**config.mk**
```make
export PLATFORM = sky130hd
export DESIGN_NAME = rr_encoder_32_5
export DESIGN_NICKNAME = d
export VERILOG_FILES = /design/src/rtl/rr_encoder_32_5.sv
export SDC_FILE = /design/constraint.sdc
export NUM_CORES = 1
export LEC_CHECK = 0
export ABC_AREA = 1
export ABC_CLOCK_PERIOD_IN_PS = 6000
export BUFFER_PORTS_ARGS = -buffer_cell sky130_fd_sc_hd__buf_4
export CAP_MARGIN = 20
export CORE_UTILIZATION = 49
export DETAILED_ROUTE_END_ITERATION = 10
export PLACE_DENSITY = 0.66
export SYNTH_ARGS = -nofsm -noshare
export SYNTH_HDL_FRONTEND = slang
export SYNTH_SLANG_ARGS = --single-unit
```
**constraint.sdc**
```tcl
create_clock -name Clk -period 6 [get_ports Clk]
set_input_delay 0.9 -clock Clk [delete_from_list [all_inputs] [get_ports Clk]]
set_output_delay 0.9 -clock Clk [all_outputs]
set_load 0.01 [all_outputs]
```
**src/rtl/rr_encoder_32_5.sv**
```systemverilog
// Round-robin 32-to-5 request encoder: captures a multi-hot request vector and
// serializes the set-bit indices over a valid/ready handshake, starting from a persistent pointer.
module rr_encoder_32_5 (
  input  logic        Clk,
  input  logic        Rst,
  input  logic [31:0] ReqIn,
  input  logic        Load,
  input  logic        Ready,
  output logic [4:0]  Addr,
  output logic        Valid,
  output logic        Busy,
  output logic        Done
);

  typedef enum logic [1:0] {
    IDLE  = 2'd0,
    FIRST = 2'd1,
    ISSUE = 2'd2,
    DONE  = 2'd3
  } state_t;

  state_t      state_r;
  logic [31:0] pending_r;
  logic [4:0]  ptr_r;
  logic [31:0] rem_s;
  logic [4:0]  addr_inc_s;

  // First set bit of p scanning upward from s, wrapping modulo 32.
  function automatic logic [4:0] search(input logic [31:0] p, input logic [4:0] s);
    logic [4:0] idx;
    logic       found;
    search = 5'd0;
    found  = 1'b0;
    for (int i = 0; i < 32; i++) begin
      idx = s + 5'(i);
      if (!found && p[idx]) begin
        search = idx;
        found  = 1'b1;
      end
    end
  endfunction

  // Requests left after the offered address is accepted, and the wrapped successor address.
  always_comb begin
    rem_s      = pending_r & ~(32'd1 << Addr);
    addr_inc_s = Addr + 5'd1;
  end

  // Batch FSM; all outputs are registered here.
  always_ff @(posedge Clk) begin
    if (Rst) begin
      state_r   <= IDLE;
      pending_r <= 32'd0;
      ptr_r     <= 5'd0;
      Addr      <= 5'd0;
      Valid     <= 1'b0;
      Busy      <= 1'b0;
      Done      <= 1'b0;
    end else begin
      case (state_r)
        IDLE: begin
          Valid <= 1'b0;
          Done  <= 1'b0;
          if (Load) begin
            pending_r <= ReqIn;
            Busy      <= 1'b1;
            state_r   <= FIRST;
          end else begin
            Busy <= 1'b0;
          end
        end
        FIRST: begin
          if (pending_r == 32'd0) begin
            Busy    <= 1'b0;
            Done    <= 1'b1;
            state_r <= DONE;
          end else begin
            Addr    <= search(pending_r, ptr_r);
            Valid   <= 1'b1;
            state_r <= ISSUE;
          end
        end
        ISSUE: begin
          if (Ready) begin
            pending_r <= rem_s;
            ptr_r     <= addr_inc_s;
            if (rem_s == 32'd0) begin
              Valid   <= 1'b0;
              Busy    <= 1'b0;
              Done    <= 1'b1;
              state_r <= DONE;
            end else begin
              Addr <= search(rem_s, addr_inc_s);
            end
          end else begin
            Valid <= 1'b1;
          end
        end
        DONE: begin
          Done    <= 1'b0;
          Busy    <= 1'b0;
          Valid   <= 1'b0;
          state_r <= IDLE;
        end
        default: begin
          Valid   <= 1'b0;
          Busy    <= 1'b0;
          Done    <= 1'b0;
          state_r <= IDLE;
        end
      endcase
    end
  end

endmodule

```
== Word-level counts from Yosys, hierarchy flattened ==
Index checks and enable logic that the tools add are counted.

* Bits in registers: 47
* Input bits: 36
* Output and inout bits: 8
* Logic and storage cells: 778

* Add/sub/neg operators: 63
* Order comparisons: 64
* Equal/unequal tests: 10
* Shift operators: 1
* Multiplexer cells: 495
* Bitwise logic cells: 2
* Reduce and logical (&&, ||, !) cells: 136

{| class="wikitable"
|+ Operators with widths
! cell !! count
|-
| $lt 5x6->1 const B || 64
|-
| $mux 1 || 353
|-
| $mux 5 || 67
|-
| $bmux 1 s5 || 64
|-
| $add 5x5->5 const B || 32
|-
| $add 5x4->5 const B || 16
|-
| $logic_not 32->1 || 2
|-
| $mux 32 || 2
|-
| $pmux 32 s2 || 1
|-
| $logic_and 1x1->1 || 62
|-
| $logic_not 1->1 || 62
|-
| $add 5x3->5 const B || 8
|-
| $and 32x32->32 || 1
|-
| $not 32->32 || 1
|-
| $shl 1x5->32 const A || 1
|-
| $add 5x2->5 const B || 4
|-
| $add 5x1->5 const B || 3
|-
| $ne 2x2->1 const B || 6
|-
| $pmux 5 s2 || 1
|-
| $reduce_and 3->1 || 3
|-
| $pmux 2 s4 || 1
|-
| $mux 2 || 3
|-
| $pmux 1 s3 || 2
|-
| $eq 2x2->1 const B || 2
|-
| other kinds (8) || 10
|}

== Depth between registers and ports, before layout ==
* Depth after elaboration: 226
* Depth in mapped cells: 43
* Depth with buffers taken out: 39

== Worst setup path after synthesis ==
Ideal clock, no wire load.

* Path kind: register to register
* Start: register Addr[2]
* End: register Addr[0]
* Setup time: 0.113 ns
* Arrival: 5.132 ns
* Data required time: 5.887 ns
* Setup slack: 0.755 ns
* Stages on the path, launching flop included: 40
* Path buffers: 4
* Clock period less this slack: 5.245 ns
* Cell sequence: dfxtp_1 -> buf_6 -> inv_1 -> clkbuf_8 -> ha_1 -> buf_4 -> inv_1 -> buf_1 -> ha_1 -> inv_1 -> nor2_1 -> inv_1 -> nand2_1 -> nand2_2 -> inv_1 -> nand3_1 -> nand3_2 -> nand2_2 -> [... 4 more ...] -> nor2_2 -> nand4_1 -> nor2_2 -> nand4_2 -> nor2_4 -> nand4_2 -> nor2_1 -> nand4_1 -> nor2_2 -> nand4_1 -> nor2_2 -> nand2_2 -> nand2_1 -> inv_1 -> nand2_2 -> nand3_1 -> nor2_1 -> nor2_1

* Elaborated cells on any way between the ends: 354
* Those cells by class: add/sub (32); eq/ne (1); shift (1); mux (254); bitwise (2); reduce/logical (64)

{| class="wikitable"
|+ RTL lines
! what !! line !! RTL
|-
| start: declaration || 9 || <nowiki>output logic [4:0] Addr,</nowiki>
|-
| start signal: assignment || 78 || <nowiki>Addr <= search(pending_r, ptr_r);</nowiki>
|-
| start signal: assignment || 93 || <nowiki>Addr <= search(rem_s, addr_inc_s);</nowiki>
|-
| $add 5x1->5 (*) || 46 || <nowiki>addr_inc_s = Addr + 5'd1;</nowiki>
|-
| net addr_inc_s[2] || 26 || <nowiki>logic [4:0] addr_inc_s;</nowiki>
|-
| $bmux 1 s5 || 36 || <nowiki>if (!found && p[idx]) begin</nowiki>
|-
| $mux 1 (not written as such) || 36 ||
|-
| $mux 1 || 36 ||
|-
| $mux 1 || 87 || <nowiki>if (rem_s == 32'd0) begin</nowiki>
|-
| $mux 1 || 84 || <nowiki>if (Ready) begin</nowiki>
|-
| $mux 1 || 60 || <nowiki>case (state_r)</nowiki>
|-
| [... 209 more ...] || -- ||
|-
| $mux 1 || 60 ||
|-
| $mux 1 || 51 || <nowiki>if (Rst) begin</nowiki>
|-
| $logic_not 1->1 || 36 ||
|-
| $logic_and 1x1->1 || 36 ||
|-
| $mux 5 (*) || 36 ||
|-
| $mux 5 (*) || 87 ||
|-
| $mux 5 (*) || 84 ||
|-
| $pmux 5 s2 (*) || 60 ||
|}

The timed path passes the listed nets; every way through them passes the cells marked *. The select of a mux whose other input is x is not followed.
A chain may end at the register's enable or synchronous reset.

== Worst setup path after layout ==
* Start: register Addr[0]
* End: register Addr[0]

* Cells in the longest elaborated chain, start to end: 226
* Elaborated cells on any way between the ends: 354
* Those cells by class: add/sub (32); eq/ne (1); shift (1); mux (254); bitwise (2); reduce/logical (64)

{| class="wikitable"
|+ Ends and longest elaborated chain
! what
|-
| parallel branches: the longest is 226 deep, another holds $add 5x1->5
|}

Parallel ways; which one is timed is not known. The select of a mux whose other input is x is not followed.

==> run metrics <==
outcome complete, no violations; peak per-stage delay on the critical path 0.48 ns; # diodes 0; Hold Fails Final Rpt 0; fmax 0.1780 GHz; Worst setup SP type flop; clk_lat worst skew 0.31 ns; Iter 0 DRT Violations 2001; IO Pins 44; drt pass-1 iters 7; residual DRC count 0; Port-buffer cells 43; Syn Std Cell Area 0.01133 sq mm; die height 154.0 um; first-pass GRT wire length 74270 um; Final Max Slew Viols 0; dpl hpwl 38700 um; slowest stage cell, crit path dfxtp_1; worst-margin pin slew 1.051 ns; CTS H-tree depth 2; Via-to-Cell Ratio 6.261; TritonCTS buffer count 5; FF-to-FF path depth 33; CTS tree yes; Critical Path AT 5.83 ns; most frequent cells in the layout nand2_1 (498), nand3_1 (443), nor2_1 (230); Antenna Nets Post-Route 0; Initial Util 50.02%; hold path endpoint Busy; CP endpoint kind flop; period utilization 93.64%; reg2reg start Addr[0]; clk sinks 47; initial antenna violation count 0; Reg clk slew, reported paths 0.08 ns; Critical Path RT 6.21 ns; Top cell by count, worst path nor2_2; Setup TNS Final 0 ns; DR WL/cell 20.68 um; r2r endpoint Addr[0]; number of global-route vias before repair 13039; Mapped Cells 2060; commonest non-fill, non-tap cell in the layout nand2_1; Worst Hold Launch Busy; register area share after synthesis 8.308%; global-route usage over all layers 40.54%; Crit Path Max Fanout 20; # rows 55; Die X 154.0 um; Reg2Reg Setup Slack 0.38 ns; RSZ-0062 raised after global routing no; Core ar. 0.02264 sq mm; GRT Residual Overflow 0; Clock Tree Buf Depth 2; Clock Tree Root clkbuf_16; post-route minimum period 5.618 ns; Max Cap Viol 0; register bit count reported by yosys 47; largest net degree at the start of global routing 55; Setup Skew 0.006408 ns; Syn Nets 2129; setup violators final 0; Final #Nets 2134; die area 0.02373 sq mm; Cell variety after synth 60; gpl congestion 1.127; Syn-to-layout area delta 5.347%; vias 14719; type of the worst setup path reg -> reg; Slew headroom 29.21%; DRT Wirelength 48620 um; number of synthesis warnings 0; share of cells above drive strength 1 10.60%; Cells on Worst Hold Path 2; Min-Delay Path Class reg -> reg; Mean Syn Cell Area 5.498 sq um
[worst max-delay path: cells and delay by family, from the launching register on]
family          cells  cell delay (ns)
simple gates       22             2.66
xor+xnor            1             0.23
fa+ha+maj           3             0.78
buf+inv             5             0.78
compound gates      2             0.55
flops               1             0.48
[worst max-delay path by stage]
stage | depth (start not counted) | to | slack (ns) | startpoint
finish | 33 | Addr[0] | 0.38 | Addr[0]
global route | 33 | Addr[0] | 0.02 | Addr[0]
CTS | 30 | Addr[0] | 0.41 | ptr_r[2]
detailed placement | 30 | Addr[0] | 0.46 | ptr_r[2]
global placement | 30 | Addr[0] | 0.38 | ptr_r[2]
floorplan | 39 | Addr[0] | 0.75 | Addr[2]
[cell type report]
| class | count | area, sq um |
|---|---|---|
| Clock buffer | 5 | 125.1 |
| Clock inverter | 3 | 26.28 |
| Fill cell | 2457 | 10710 |
| Inverter | 225 | 849.6 |
| Multi-Input combinational cell | 1695 | 8947 |
| Sequential cell | 47 | 943.4 |
| Tap cell | 285 | 356.6 |
| Timing Repair Buffer | 91 | 683.2 |
[logic make-up (layout without fill, tap and decap cells)]
family	after synthesis	in the layout	synth area share [%]
xor gates and xnor gates	38	38	4.065
DFF	47	47	8.308
AOI/OAI and AO/OA	269	269	14.22
and+or+nand+nor	1346	1346	56.02
muxes	9	9	0.7954
buffers and inverters	318	324	12.95
adders and majority gates	33	33	3.646
[per-layer routing]
layer	up-vias	track usage, %	wire length [um]
met3	149	6.793	5977
met1	6669	55.93	19920
li1	6956	-	-
met2	945	62.97	20580
met4	0	14.81	2146
met5	-	0	0
[sequential cells by signal, summed over array words and instances, names as in the netlist]
signal	count
ptr_r	5
Done	1
Busy	1
state_r	2
Addr	5
Valid	1
pending_r	32
[synth_stat cells, drive strengths merged]
cell / n / area, sq um
a221o: 1 / 10.01
clkinv: 3 / 12.51
nand2: 511 / 1966
or2: 3 / 18.77
mux2i: 9 / 90.09
a2111oi: 1 / 8.760
nand4: 79 / 656.9
a2111o: 2 / 22.52
nand3b: 5 / 37.54
o221ai: 1 / 8.760
o21ai: 116 / 614.3
dfxtp: 47 / 940.9
o21a: 15 / 112.6
ha: 33 / 412.9
and3: 1 / 7.510
and2: 6 / 38.79
nand3: 455 / 2352
a21boi: 2 / 15.01
o2111ai: 3 / 26.28
xor2: 32 / 381.6
o21bai: 1 / 7.510
nor2: 255 / 1082
o211ai: 14 / 105.1
buf: 47 / 357.8
nor3: 14 / 75.07
clkbuf: 46 / 262.8
a21o: 1 / 8.760
nor3b: 3 / 22.52
inv: 222 / 833.3
a31oi: 16 / 100.1
nor4: 14 / 87.58
a221oi: 18 / 157.7
xnor2: 6 / 78.83
a21oi: 78 / 412.9
[stage by stage]
step,utilization (%),worst slack (ns),instance area [sq um],cells,hold slack [ns]
after floorplan,-,0.7549,11330,2060,0.4566
after global placement,51.88,0.3796,11750,2343,0.4502
after detailed placement,51.88,0.4589,11750,2343,0.4592
after CTS,52.55,0.4128,11900,2351,0.4710
after global routing,52.70,0.02302,11930,2351,0.4943
final,52.70,0.3816,11930,2351,0.4704
[what timing repair did]
item | 4_1_cts | 5_1_grt
buffers inserted | 0 | 0
setup endpoints to repair | 0 | 1
gates resized for setup | 0 | 7
hold buffers | 0 | 0
Power is not shown: default switching activity piles up to over one toggle a cycle in this logic, so the estimate is an artifact.
